File: src/rtl/playback_if.sv
// Transport control pulses in, beat/tone/status out.
// The sequencer uses the slave side; the controller uses the master side.
interface playback_if;
    logic        play;
    logic        stop;
    logic        speedup;
    logic        speeddown;
    logic [11:0] ibeat;
    logic        beat_tick;
    logic        en;
    logic        playing;
    logic [1:0]  speed;
    logic [1:0]  state;

    modport master (
        output play, stop, speedup, speeddown,
        input  ibeat, beat_tick, en, playing, speed, state
    );

    modport slave (
        input  play, stop, speedup, speeddown,
        output ibeat, beat_tick, en, playing, speed, state
    );
endinterface

File: src/rtl/playback_sequencer.sv
// Play/pause/stop transport with clock-enable tempo counting.
// One tempo counter on the system clock paces the beat index.
module playback_sequencer #(
    parameter int LEN  = 64,
    parameter int LOOP = 1,
    parameter int DIV0 = 20000000,
    parameter int DIV1 = 10000000,
    parameter int DIV2 = 5000000,
    parameter int GAP  = 500000,
    parameter int CW   = 25
) (
    input  logic       clk,
    input  logic       rst,
    playback_if.slave  bus
);

    typedef enum logic [1:0] {
        IDLE  = 2'd0,
        PLAY  = 2'd1,
        PAUSE = 2'd2
    } state_t;

    localparam logic [CW-1:0] D0_LAST = CW'(DIV0 - 1);
    localparam logic [CW-1:0] D1_LAST = CW'(DIV1 - 1);
    localparam logic [CW-1:0] D2_LAST = CW'(DIV2 - 1);
    localparam logic [CW-1:0] D0_ON   = CW'(DIV0 - GAP);
    localparam logic [CW-1:0] D1_ON   = CW'(DIV1 - GAP);
    localparam logic [CW-1:0] D2_ON   = CW'(DIV2 - GAP);
    localparam logic [11:0]   LAST_B  = 12'(LEN - 1);

    state_t      st;
    logic [CW-1:0] cnt;
    logic [11:0] ibeat_q;
    logic [1:0]  speed_q;
    logic        tick_q;

    logic [CW-1:0] div_last;
    logic [CW-1:0] on_lim;
    logic        up_ok;
    logic        dn_ok;
    logic        spd_chg;
    logic        at_beat;
    logic        at_end;

    always_comb begin
        div_last = D1_LAST;
        on_lim   = D1_ON;
        case (speed_q)
            2'd0: begin
                div_last = D0_LAST;
                on_lim   = D0_ON;
            end
            2'd2: begin
                div_last = D2_LAST;
                on_lim   = D2_ON;
            end
            default: begin
                div_last = D1_LAST;
                on_lim   = D1_ON;
            end
        endcase
    end

    assign up_ok   = bus.speedup & ~bus.speeddown & (speed_q != 2'd2);
    assign dn_ok   = bus.speeddown & ~bus.speedup & (speed_q != 2'd0);
    assign spd_chg = up_ok | dn_ok;
    assign at_beat = (cnt == div_last);
    assign at_end  = (ibeat_q == LAST_B);

    always_ff @(posedge clk) begin
        if (rst) begin
            st      <= IDLE;
            cnt     <= '0;
            ibeat_q <= '0;
            speed_q <= 2'd1;
            tick_q  <= 1'b0;
        end else begin
            tick_q <= 1'b0;

            if (up_ok)
                speed_q <= speed_q + 2'd1;
            else if (dn_ok)
                speed_q <= speed_q - 2'd1;

            case (st)
                IDLE: begin
                    cnt     <= '0;
                    ibeat_q <= '0;
                    if (bus.play)
                        st <= PLAY;
                end

                PLAY: begin
                    if (bus.stop) begin
                        st      <= IDLE;
                        cnt     <= '0;
                        ibeat_q <= '0;
                    end else if (bus.play) begin
                        st <= PAUSE;
                        if (spd_chg)
                            cnt <= '0;
                    end else begin
                        if (at_beat) begin
                            tick_q <= 1'b1;
                            cnt    <= '0;
                            if (at_end) begin
                                ibeat_q <= '0;
                                if (LOOP == 0)
                                    st <= IDLE;
                            end else begin
                                ibeat_q <= ibeat_q + 12'd1;
                            end
                        end else begin
                            cnt <= cnt + 1'b1;
                        end
                        // a new tempo restarts the beat so cnt stays below DIV-1
                        if (spd_chg)
                            cnt <= '0;
                    end
                end

                PAUSE: begin
                    if (bus.stop) begin
                        st      <= IDLE;
                        cnt     <= '0;
                        ibeat_q <= '0;
                    end else begin
                        if (bus.play)
                            st <= PLAY;
                        if (spd_chg)
                            cnt <= '0;
                    end
                end

                default: begin
                    st      <= IDLE;
                    cnt     <= '0;
                    ibeat_q <= '0;
                end
            endcase
        end
    end

    assign bus.ibeat     = ibeat_q;
    assign bus.beat_tick = tick_q;
    assign bus.speed     = speed_q;
    assign bus.state     = st;
    assign bus.playing   = (st == PLAY);
    assign bus.en        = (st == PLAY) && (cnt < on_lim);

endmodule

File: src/flat_wrapper.sv
// flat-port wrapper written by rule: the top's interface ports become plain ports
module playback_sequencer_flat 
#(
    parameter int LEN  = 64,
    parameter int LOOP = 1,
    parameter int DIV0 = 20000000,
    parameter int DIV1 = 10000000,
    parameter int DIV2 = 5000000,
    parameter int GAP  = 500000,
    parameter int CW   = 25
)
  (clk, rst, bus_play, bus_stop, bus_speedup, bus_speeddown, bus_ibeat, bus_beat_tick, bus_en, bus_playing, bus_speed, bus_state);
  playback_if bus_i ();
  input  logic clk;
  input  logic rst;
  input wire logic [$bits(bus_i.play)-1:0] bus_play;
  input wire logic [$bits(bus_i.stop)-1:0] bus_stop;
  input wire logic [$bits(bus_i.speedup)-1:0] bus_speedup;
  input wire logic [$bits(bus_i.speeddown)-1:0] bus_speeddown;
  output wire logic [$bits(bus_i.ibeat)-1:0] bus_ibeat;
  output wire logic [$bits(bus_i.beat_tick)-1:0] bus_beat_tick;
  output wire logic [$bits(bus_i.en)-1:0] bus_en;
  output wire logic [$bits(bus_i.playing)-1:0] bus_playing;
  output wire logic [$bits(bus_i.speed)-1:0] bus_speed;
  output wire logic [$bits(bus_i.state)-1:0] bus_state;
  assign bus_i.play = bus_play;
  assign bus_i.stop = bus_stop;
  assign bus_i.speedup = bus_speedup;
  assign bus_i.speeddown = bus_speeddown;
  assign bus_ibeat = bus_i.ibeat;
  assign bus_beat_tick = bus_i.beat_tick;
  assign bus_en = bus_i.en;
  assign bus_playing = bus_i.playing;
  assign bus_speed = bus_i.speed;
  assign bus_state = bus_i.state;
  playback_sequencer #(.LEN(LEN), .LOOP(LOOP), .DIV0(DIV0), .DIV1(DIV1), .DIV2(DIV2), .GAP(GAP), .CW(CW)) u_core (.clk(clk), .rst(rst), .bus(bus_i));
endmodule
File: config.mk
export PLATFORM = sky130hd
export DESIGN_NAME = playback_sequencer_flat
export DESIGN_NICKNAME = d
export VERILOG_FILES = /design/src/rtl/playback_if.sv /design/src/rtl/playback_sequencer.sv /design/src/flat_wrapper.sv
export SDC_FILE = /design/constraint.sdc
export NUM_CORES = 1
export LEC_CHECK = 0
export CORE_UTILIZATION = 53
export CTS_CLUSTER_SIZE = 20
export DETAILED_ROUTE_END_ITERATION = 10
export PLACE_DENSITY = 0.89
export SYNTH_ARGS = -nofsm -noshare
export SYNTH_HDL_FRONTEND = slang
export SYNTH_SLANG_ARGS = --single-unit
export TNS_END_PERCENT = 30
File: constraint.sdc
create_clock -name clk -period 2.95 [get_ports clk]
set_clock_uncertainty 0.2 [all_clocks]
set_input_delay 0.7375 -clock clk [delete_from_list [all_inputs] [get_ports clk]]
set_output_delay 0.7375 -clock clk [all_outputs]
set_load 0.01 [all_outputs]
# [Yosys cells after proc, flatten, opt, wreduce, memory -nomap -nowiden]
# Index checks and enable logic that the tools add are counted.
[word_totals] register_bits=42 wordCells=58
[classes] n_lt_le_gt_ge=1 muxes=23 reduce_logical=7 n_addsub=4 n_eq_ne=10 n_bitwise=8
[op_table] op="25-bit 2-to-1 mux" n=6
[op_table] op="25-bit one-hot mux with 2 select lines" n=3
[op_table] op="12-bit 2-to-1 mux" n=5
[op_table] op="25-bit by 1-bit adder with 25-bit output, second input constant" n=1
[op_table] op="25-bit == test" n=1
[op_table] op="25-bit < comparator" n=1
[op_table] op="12-bit one-hot mux with 2 select lines" n=1
[op_table] op="12-bit by 1-bit adder with 12-bit output, second input constant" n=1
[op_table] op="12-bit by 6-bit == test with 1-bit output, second input constant" n=1
[op_table] op="2-bit 2-to-1 mux" n=6
[op_table] op="3-bit inequality test, second input constant" n=2
[op_table] op="2-bit one-hot mux with 3 select lines" n=1
[op_table] op="1-bit AND" n=4
[op_table] op="2-bit == test, second input constant" n=2
[op_table] op="2-bit zero test" n=2
[op_table] op="2-bit inequality test, second input constant" n=2
[op_table] op="2-bit nonzero test" n=2
[op_table] op="4-bit OR reduction" n=1
[op_table] op="3-bit by 2-bit inequality test with 1-bit output, second input constant" n=1
[op_table] op="1-bit inverter" n=3
[op_table] op="3-bit AND reduction" n=1
[op_table] op="2-bit by 1-bit adder with 2-bit output, second input constant" n=1
[op_table] op="2-bit by 1-bit == test with 1-bit output, second input constant" n=1
[op_table] op="2-bit by 1-bit subtractor with 2-bit output, second input constant" n=1
[op_table] op="other kinds (3)" n=3

# [Longest topological paths before layout]
# Gate-level depths: netlist of the first run.
[depth] ltp_word=8 mapped_depth=10 ltp_nobuf=8

# [Worst setup path before layout of the first run]
# OpenSTA, ideal clock, no wires.
[synth_path] kind="register to register" start="register u_core.speed_q[0] (netlist: u_core.bus.speed[0])" end="register u_core.ibeat_q[5] (netlist: u_core.bus.ibeat[5])" arrival_time_ns=2.505 setup_slack_ns=0.127 setup_time_ns=0.117 synth_period_minus_slack_ns=2.823 stages_incl_launch_ff=10 required_time_ns=2.633 path_cell_list="dfxtp_1 buf_6 nand2b_1 inv_1 ha_1 or4b_4 nor3_4 a41oi_2 a211o_1 a32o_1"
[synth_between] elab_chain_cells=5
[synth_lines] element="start: declaration" line_no="playback_sequencer.sv:34" rtl="logic [1:0] speed_q;"
[synth_lines] element="start signal: assignment" line_no="playback_sequencer.sv:81" rtl="speed_q <= speed_q + 2'd1;"
[synth_lines] element="start signal: assignment" line_no="playback_sequencer.sv:83" rtl="speed_q <= speed_q - 2'd1;"
[synth_lines] element="2-bit == test or 2-bit zero test (tied branches)" line_no="playback_sequencer.sv:48" rtl="case (speed_q)"
[synth_lines] element="25-bit one-hot mux with 2 select lines *" line_no="playback_sequencer.sv:48"
[synth_lines] element="25-bit == test *" line_no="playback_sequencer.sv:67" rtl="assign at_beat = (cnt == div_last);"
[synth_lines] element="3-bit by 2-bit inequality test with 1-bit output (no line) *"
[synth_lines] element="3-bit AND reduction (no line) *"
[synth_lines] element="end signal: assignment" line_no="playback_sequencer.sv:111" rtl="ibeat_q <= ibeat_q + 12'd1;"
[synth_lines] element="end: declaration" line_no="playback_sequencer.sv:33" rtl="logic [11:0] ibeat_q;"
# Every way passes the cells marked *; elsewhere a longest branch is shown, timed or not.
# A chain may end at the register's enable or synchronous reset.

# [Worst setup path after layout of the first run]
[layout_path] start="register u_core.speed_q[0] (netlist: u_core.bus.speed[0])" end="register u_core.cnt[4]"
[layout_between] elab_chain_cells=8
[layout_lines] element="2-bit == test or 2-bit zero test (tied branches)" line_no="playback_sequencer.sv:48"
[layout_lines] element="25-bit one-hot mux with 2 select lines" line_no="playback_sequencer.sv:48"
[layout_lines] element="25-bit == test" line_no="playback_sequencer.sv:67"
[layout_lines] element="25-bit 2-to-1 mux" line_no="playback_sequencer.sv:103" rtl="if (at_beat) begin"
[layout_lines] element="25-bit 2-to-1 mux" line_no="playback_sequencer.sv:117" rtl="if (spd_chg)"
[layout_lines] element="25-bit 2-to-1 mux" line_no="playback_sequencer.sv:98" rtl="end else if (bus.play) begin"
[layout_lines] element="25-bit 2-to-1 mux" line_no="playback_sequencer.sv:94" rtl="if (bus.stop) begin"
[layout_lines] element="25-bit one-hot mux with 2 select lines *" line_no="playback_sequencer.sv:85" rtl="case (st)"
[layout_lines] element="end signal: assignment" line_no="playback_sequencer.sv:114" rtl="cnt <= cnt + 1'b1;"
[layout_lines] element="end: declaration" line_no="playback_sequencer.sv:32" rtl="logic [CW-1:0] cnt;"
# Marked as above.

==> impl_results.md, run 1 <==
* Hold buffer count at CTS at 0
* Met1 Wirelength at 3.93 mm
* Failing checks: negative setup slack
* P&R area growth vs syn at 31.0%
* # rows at 27
* # fillers at 398
* CP cell instances: buf_4 > nor2_4 > inv_4 > ha_4 > or4b_4 > nor3_4 > buf_6 > nand4_4 > buf_12 > a32oi_1 > nor2_1
* Synth Flop Type: dfxtp_1
* Crit path max-delay family: simple AND/OR/NAND/NOR gates
* Clock root buffer: clkbuf_8
* Crit path buf inv count at 4
* Starting DRT DRC Count at 438
* Synthesized area per cell at 8.08 um^2
* Slew Viols, Final at 0
* Max-cap violation count at 0
* Sink Count at 42
* CTS tree: built
* Register bit total from synthesis at 42
* Period minus WS final at 3020 ps
* Post-Route WL at 10.3 mm
* Top sig layer: met4
* Ys async rst share at 0%
* Core Util, Final at 71.9%
* GRT Resource Usage Total at 31.4%
* Worst-Margin Slew at 746 ps
* Max incr delay on CP at 560 ps
* WL met3 at 898 um
* Maximum fanout along the worst path at 7
* PnR worst setup slack at -71.7 ps
* CP Capture Type: flop
* I/O pins at 25
* Drt drc at 0
* EDFF count, synth at 0
* HPWL after DPL at 6.58 mm
* Distinct cell type count after synthesis at 65
* Gr ovfl total at 0
* Peak VDD IR at 0.230 mV
* Die width at 77.3 um
* Antenna cells at 0
* Hold WC Path Type: flop to flop
* Die Span Y at 77.3 um
* Synth Instances at 372
* Fin crit share at 102%
* GPL Wtd Cong at 0.887
* Post-synthesis sequential area ratio at 28.0%
* RSZ-0062 raised after global routing: yes
* Slowest-stage cell, CP: or4b_4
* Final hold vios at 0
* Routed wl met2 at 4.92 mm
* Layout cells sized above 1 at 23.1%
* Post-DRT Antenna Nets at 0
* F_max at 331 MHz
* Synth Cell Area at 0.00300 mm^2
* Final setup vio count at 7
* DR pass1 iterations at 5
* Worst-Skew Late Latency at 300 ps
* Antenna violations before repair at 0
* Worst R2R Setup Slack at -70 ps
* Die area at 0.00597 mm^2
* Yosys warns at 0
* Crit path required time at 2930 ps
* Leakage power at 1.47 nW
* Max clock buf depth at 2
* Num CTS Buffers at 5
* Via density at 6.97
* PortBufs at 24
* Total core area at 0.00547 mm^2
* Setup_tns at -267 ps
* Clock-pin slew on the worst setup and hold paths at 80 ps
* Per-cell routed wire length at 20.4 um
* Initial Util at 54.9%
* First-pass GRT wire length at 15.1 mm
* Outcome: finished, violations left
* Vias in the first global route at 3236
* Setup Crit Path Kind: flop to flop
* Layout net count at 463
* CP Data Arrival Time at 3000 ps
* Slew headroom at 49.9%
* H-tree depth at 2
* Startpoint Class: flop
* Vias at 3522
* Pin count of the biggest net entering global routing at 27
* Post-Syn Nets at 402
* Pwr dens at 358 mW/mm^2
-- through the flow --
stage	std cells	hold slack (ps)	power, mW	setup WS [ps]	cell area, um^2
2_1_floorplan	372	250	0.752	127	3000
3_3_place_gp	491	278	0.856	-155	3530
3_5_place_dp	491	295	0.869	-218	3530
4_1_cts	498	308	1.35	1.30	3690
5_1_grt	505	321	1.45	-111	3940
6_report	505	322	1.41	-71.7	3940
-- worst min-delay path: stages (launching register included) --
cell and delay (ps):
dfxtp_1 360, nand2_1 70, a21oi_1 50
-- flip-flops by register name, summed over array words and instances (netlist names) --
signal	flops
u_core.bus.state	2
u_core.bus.beat_tick	1
u_core.cnt	25
u_core.bus.ibeat	12
u_core.bus.speed	2
-- timing repair --
action | in CTS | in global routing
buffers inserted | 0 | 4
endpoints found under the setup margin | 5 | 29
pin swaps | 6 | 12
resized for setup | 16 | 23
cloned | 0 | 3
-- Yosys cell counts, types with 4 or more instances --
master / number / area share, %
and3_1: 6 / 1.2
nor3_1: 16 / 2.7
nand3_1: 19 / 3.2
inv_1: 12 / 1.5
nor2b_1: 4 / 0.83
and4_1: 4 / 1.2
a21oi_1: 26 / 4.3
dfxtp_1: 42 / 28
o21ai_0: 17 / 2.8
clkbuf_8: 5 / 2.3
nand3b_1: 4 / 1.0
clkbuf_1: 9 / 1.1
ha_1: 24 / 10
a21o_1: 5 / 1.2
nor4_1: 8 / 1.7
a311oi_1: 6 / 1.7
nand4_1: 18 / 3.7
nor2_1: 32 / 4.0
nand2_1: 33 / 4.1
a31oi_1: 10 / 2.1
-- cell usage in the layout, fill, tap and decap left out, types with 5 or more instances in the layout --
cell type / Yosys / layout
a21oi_1: 26 / 23
clkbuf_8: 5 / 6
and3_1: 6 / 6
a21o_1: 5 / 5
nor4_1: 8 / 8
clkdlybuf4s50_1: 0 / 23
nand3_1: 19 / 19
nand4_1: 18 / 18
a31oi_1: 10 / 10
buf_4: 0 / 43
inv_1: 12 / 10
nand2_1: 33 / 32
ha_4: 0 / 10
nor2_1: 32 / 30
nor3_1: 16 / 15
a311oi_1: 6 / 6
ha_1: 24 / 14
o21ai_0: 17 / 15
dfxtp_1: 42 / 40
-- logic make-up after synthesis --
logic type	Yosys count	synth area share, %
adders and majority gates	24	10.0
muxes	3	1.00
AOI/OAI and AO/OA	99	22.7
xor gates and xnor gates	5	1.46
and+or+nand+nor	166	30.4
DFF	42	28.0
buffers and inverters	33	6.50
-- layout make-up --
type                       instances  area (um^2)  area share (%)
sequential                        42          843            21.4
multi-input combinational        297         2160            55.0
clock buffer                       6         82.6            2.10
clock inverter                     1         30.0           0.763
timing repair buffer              75          678            17.2
tap                               72         90.1            2.29
inverter                          12         47.5            1.21
-- routing by layer --
layer	global-route usage, %	up-vias
li1	-	1531
met1	36.4	1640
met2	55.0	266
met3	6.43	85
met4	14.0	0
met5	0	-
-- power breakdown --
group	internal [mW]	switching (mW)	total, mW
registers	0.573	0.00981	0.583
logic	0.160	0.183	0.343
clock network	0.271	0.212	0.483
-- path summary, 6_finish.rpt --
| check | start | to | depth (start not counted) |
|---|---|---|---|
| setup / recovery | u_core.bus.speed[0]$_SDFFE_PP1P_ | u_core.cnt[4]$_SDFF_PP0_ | 11 |
| hold / removal | u_core.cnt[0]$_SDFF_PP0_ | u_core.cnt[0]$_SDFF_PP0_ | 2 |
| setup reg to reg | u_core.bus.speed[0]$_SDFFE_PP1P_ | u_core.cnt[4]$_SDFF_PP0_ | 11 |
| hold reg to reg | u_core.cnt[0]$_SDFF_PP0_ | u_core.cnt[0]$_SDFF_PP0_ | 2 |
Power figures use the tool's default switching activity.
==> run 2, diff against run 1 <==
clock period = 2.7 ns   (was 2.95 ns; I/O delays follow)
==> run 2 against run 1 <==
The run still ends with negative setup slack left. Cell count is 1.4% higher. Design area fell by 0.54%. Register-to-register slack got worse by 110 ps. Largest power group unchanged. Global-route usage rose by 2.3 points. Clock-buffer cell count did not move. Die area unchanged. Wire length fell by 4.4%. First-iteration DRC count fell by 13%. Sequential power rose by 9.3%.
==> impl_results.md, run 2 (same netlist as run 1, synthesis figures left out) <==
* GRT Resource Usage Total at 33.7% (was 31.4%)
* Startpoint Class: flop (unchanged)
* Antenna violations before repair at 0 (unchanged)
* Failing checks: negative setup slack (unchanged)
* Initial Util at 54.9% (unchanged)
* Post-DRT Antenna Nets at 0 (unchanged)
* Starting DRT DRC Count at 381 (was 438)
* Hold buffer count at CTS at 0 (unchanged)
* I/O pins at 25 (unchanged)
* Final setup vio count at 32 (was 7)
* Clock root buffer: clkbuf_8 (unchanged)
* Period minus WS final at 2890 ps
* Slowest-stage cell, CP: dfxtp_4 (was or4b_4)
* Worst-Skew Late Latency at 310 ps (was 300 ps)
* Gr ovfl total at 0 (unchanged)
* Final hold vios at 0 (unchanged)
* WHS at 315 ps (was 322 ps)
* Outcome: finished, violations left (unchanged)
* Vias in the first global route at 3364 (was 3236)
* Clock-pin slew on the worst setup and hold paths at 90 ps (was 80 ps)
* Placed Cells incl. Taps at 499 (was 491)
* Area post-placement at 0.00361 mm^2 (was 0.00353 mm^2)
* Die Span Y at 77.3 um (unchanged)
* Slew Viols, Final at 0 (unchanged)
* Sink Count at 42 (unchanged)
* Most common cell after layout, fill and taps aside: buf_4 (unchanged)
* CP cell instances: nor2_2 > inv_2 > ha_1 > nand2_1 > nor2_1 > a211oi_2 > o211ai_1 > a21oi_1 > buf_2 (was buf_4 > nor2_4 > inv_4 > ha_4 > or4b_4 > nor3_4 > buf_6 > nand4_4 > buf_12 > a32oi_1 > nor2_1)
* CP Capture Type: output port (was flop)
* Hold WC Path Type: flop to flop (unchanged)
* Via density at 6.89 (was 6.97)
* Leakage power at 1.48 nW (was 1.47 nW)
* Commonest non-fill, non-tap cells in the layout: 49 x buf_4, 40 x dfxtp_1, 33 x nand2_1 (was 43 x buf_4, 40 x dfxtp_1, 32 x nand2_1)
* Die width at 77.3 um (unchanged)
* Layout cells sized above 1 at 23.9% (was 23.1%)
* RSZ-0062 raised after global routing: yes (unchanged)
* Post-Route WL at 9.86 mm (was 10.3 mm)
* DR pass1 iterations at 6 (was 5)
* CTS tree: built (unchanged)
* # fillers at 380 (was 398)
* Max FFs per register at 25 (unchanged)
* Fin crit share at 107%
* Setup_tns at -2870 ps (was -267 ps)
* Final instance area at 0.00391 mm^2 (was 0.00394 mm^2)
* CP Data Arrival Time at 2020 ps (was 3000 ps)
* First-pass GRT wire length at 16.0 mm (was 15.1 mm)
* # rows at 27 (unchanged)
* Setup Crit Path Kind: flop to output port (was flop to flop)
* Antenna cells at 0 (unchanged)
* Num CTS Buffers at 5 (unchanged)
* Per-cell routed wire length at 19.3 um (was 20.4 um)
* Max-cap violation count at 0 (unchanged)
* Maximum fanout along the worst path at 6 (was 7)
* Pwr dens at 383 mW/mm^2 (was 358 mW/mm^2)
* Largest Register: u_core.cnt (unchanged)
* GPL Wtd Cong at 0.902 (was 0.887)
* F_max at 346 MHz
* Max incr delay on CP at 370 ps (was 560 ps)
* PortBufs at 24 (unchanged)
* Die area at 0.00597 mm^2 (unchanged)
* Slew headroom at 42.1% (was 49.9%)
* P&R area growth vs syn at 30.3% (was 31.0%)
* H-tree depth at 2 (unchanged)
* Worst-Margin Slew at 863 ps (was 746 ps)
* HPWL after DPL at 6.30 mm (was 6.58 mm)
* Layout net count at 469 (was 463)
* Total core area at 0.00547 mm^2 (unchanged)
* Pin count of the biggest net entering global routing at 27 (unchanged)
* Peak VDD IR at 0.376 mV (was 0.230 mV)
* Vias at 3528 (was 3522)
* Crit path required time at 1820 ps (was 2930 ps)
* Max clock buf depth at 2 (unchanged)
* Final cell count without fillers at 512 (was 505)
* Worst R2R Setup Slack at -180 ps (was -70 ps)
* PnR worst setup slack at -191 ps (was -71.7 ps)
* Drt drc at 0 (unchanged)
run 2: through the flow:
stage	util [%]	worst slack, ps	power, mW
CTS	70.4	-151	1.47
floorplan	-	4.04	0.825
global route	71.5	-281	1.55
finish	71.5	-191	1.50
detailed placement	65.9	-296	0.956
global placement	65.9	-273	0.942
run 2: worst max-delay path, delay by kind of cell, from the launching register on:
family	cells	cell delay (ps)
compound gates	3	500
flops	1	370
fa+ha+maj	1	290
buf+inv	2	220
simple gates	3	320
run 2: what timing repair did:
item,in CTS,in global routing
pin swaps,9,7
setup endpoints to repair,29,38
gates cloned,1,0
setup buffers,3,1
gates resized for setup,28,15
run 2: cell type report:
type / count / area (um^2) / area share [%]
multi-input combinational: 297 / 2110 / 53.9
sequential: 42 / 846 / 21.6
timing repair buffer: 81 / 711 / 18.2
tap: 72 / 90.1 / 2.30
clock buffer: 6 / 72.6 / 1.85
inverter: 12 / 47.5 / 1.21
clock inverter: 2 / 37.5 / 0.959
run 2: worst paths after layout:
kind	startpoint	endpoint	depth (start not counted)
setup / recovery	u_core.bus.speed[0]$_SDFFE_PP1P_	bus_en	9
hold reg to reg	u_core.cnt[24]$_SDFF_PP0_	u_core.cnt[24]$_SDFF_PP0_	2
hold / removal	u_core.cnt[24]$_SDFF_PP0_	u_core.cnt[24]$_SDFF_PP0_	2
setup reg to reg	u_core.bus.speed[0]$_SDFFE_PP1P_	u_core.bus.ibeat[5]$_SDFFE_PP0P_	10
run 2: layer usage:
layer / routed length, um / global-route usage, % / part of all wire (%)
met5: 0 / 0 / 0
met4: 557 / 21.1 / 5.6
met3: 1000 / 6.43 / 10
met2: 4580 / 54.7 / 46
met1: 3730 / 40.6 / 38
run 2: report_power, final:
part	internal (mW)	switching [mW]	total [mW]
clock network	0.276	0.246	0.523
registers	0.627	0.00987	0.637
logic	0.161	0.180	0.341
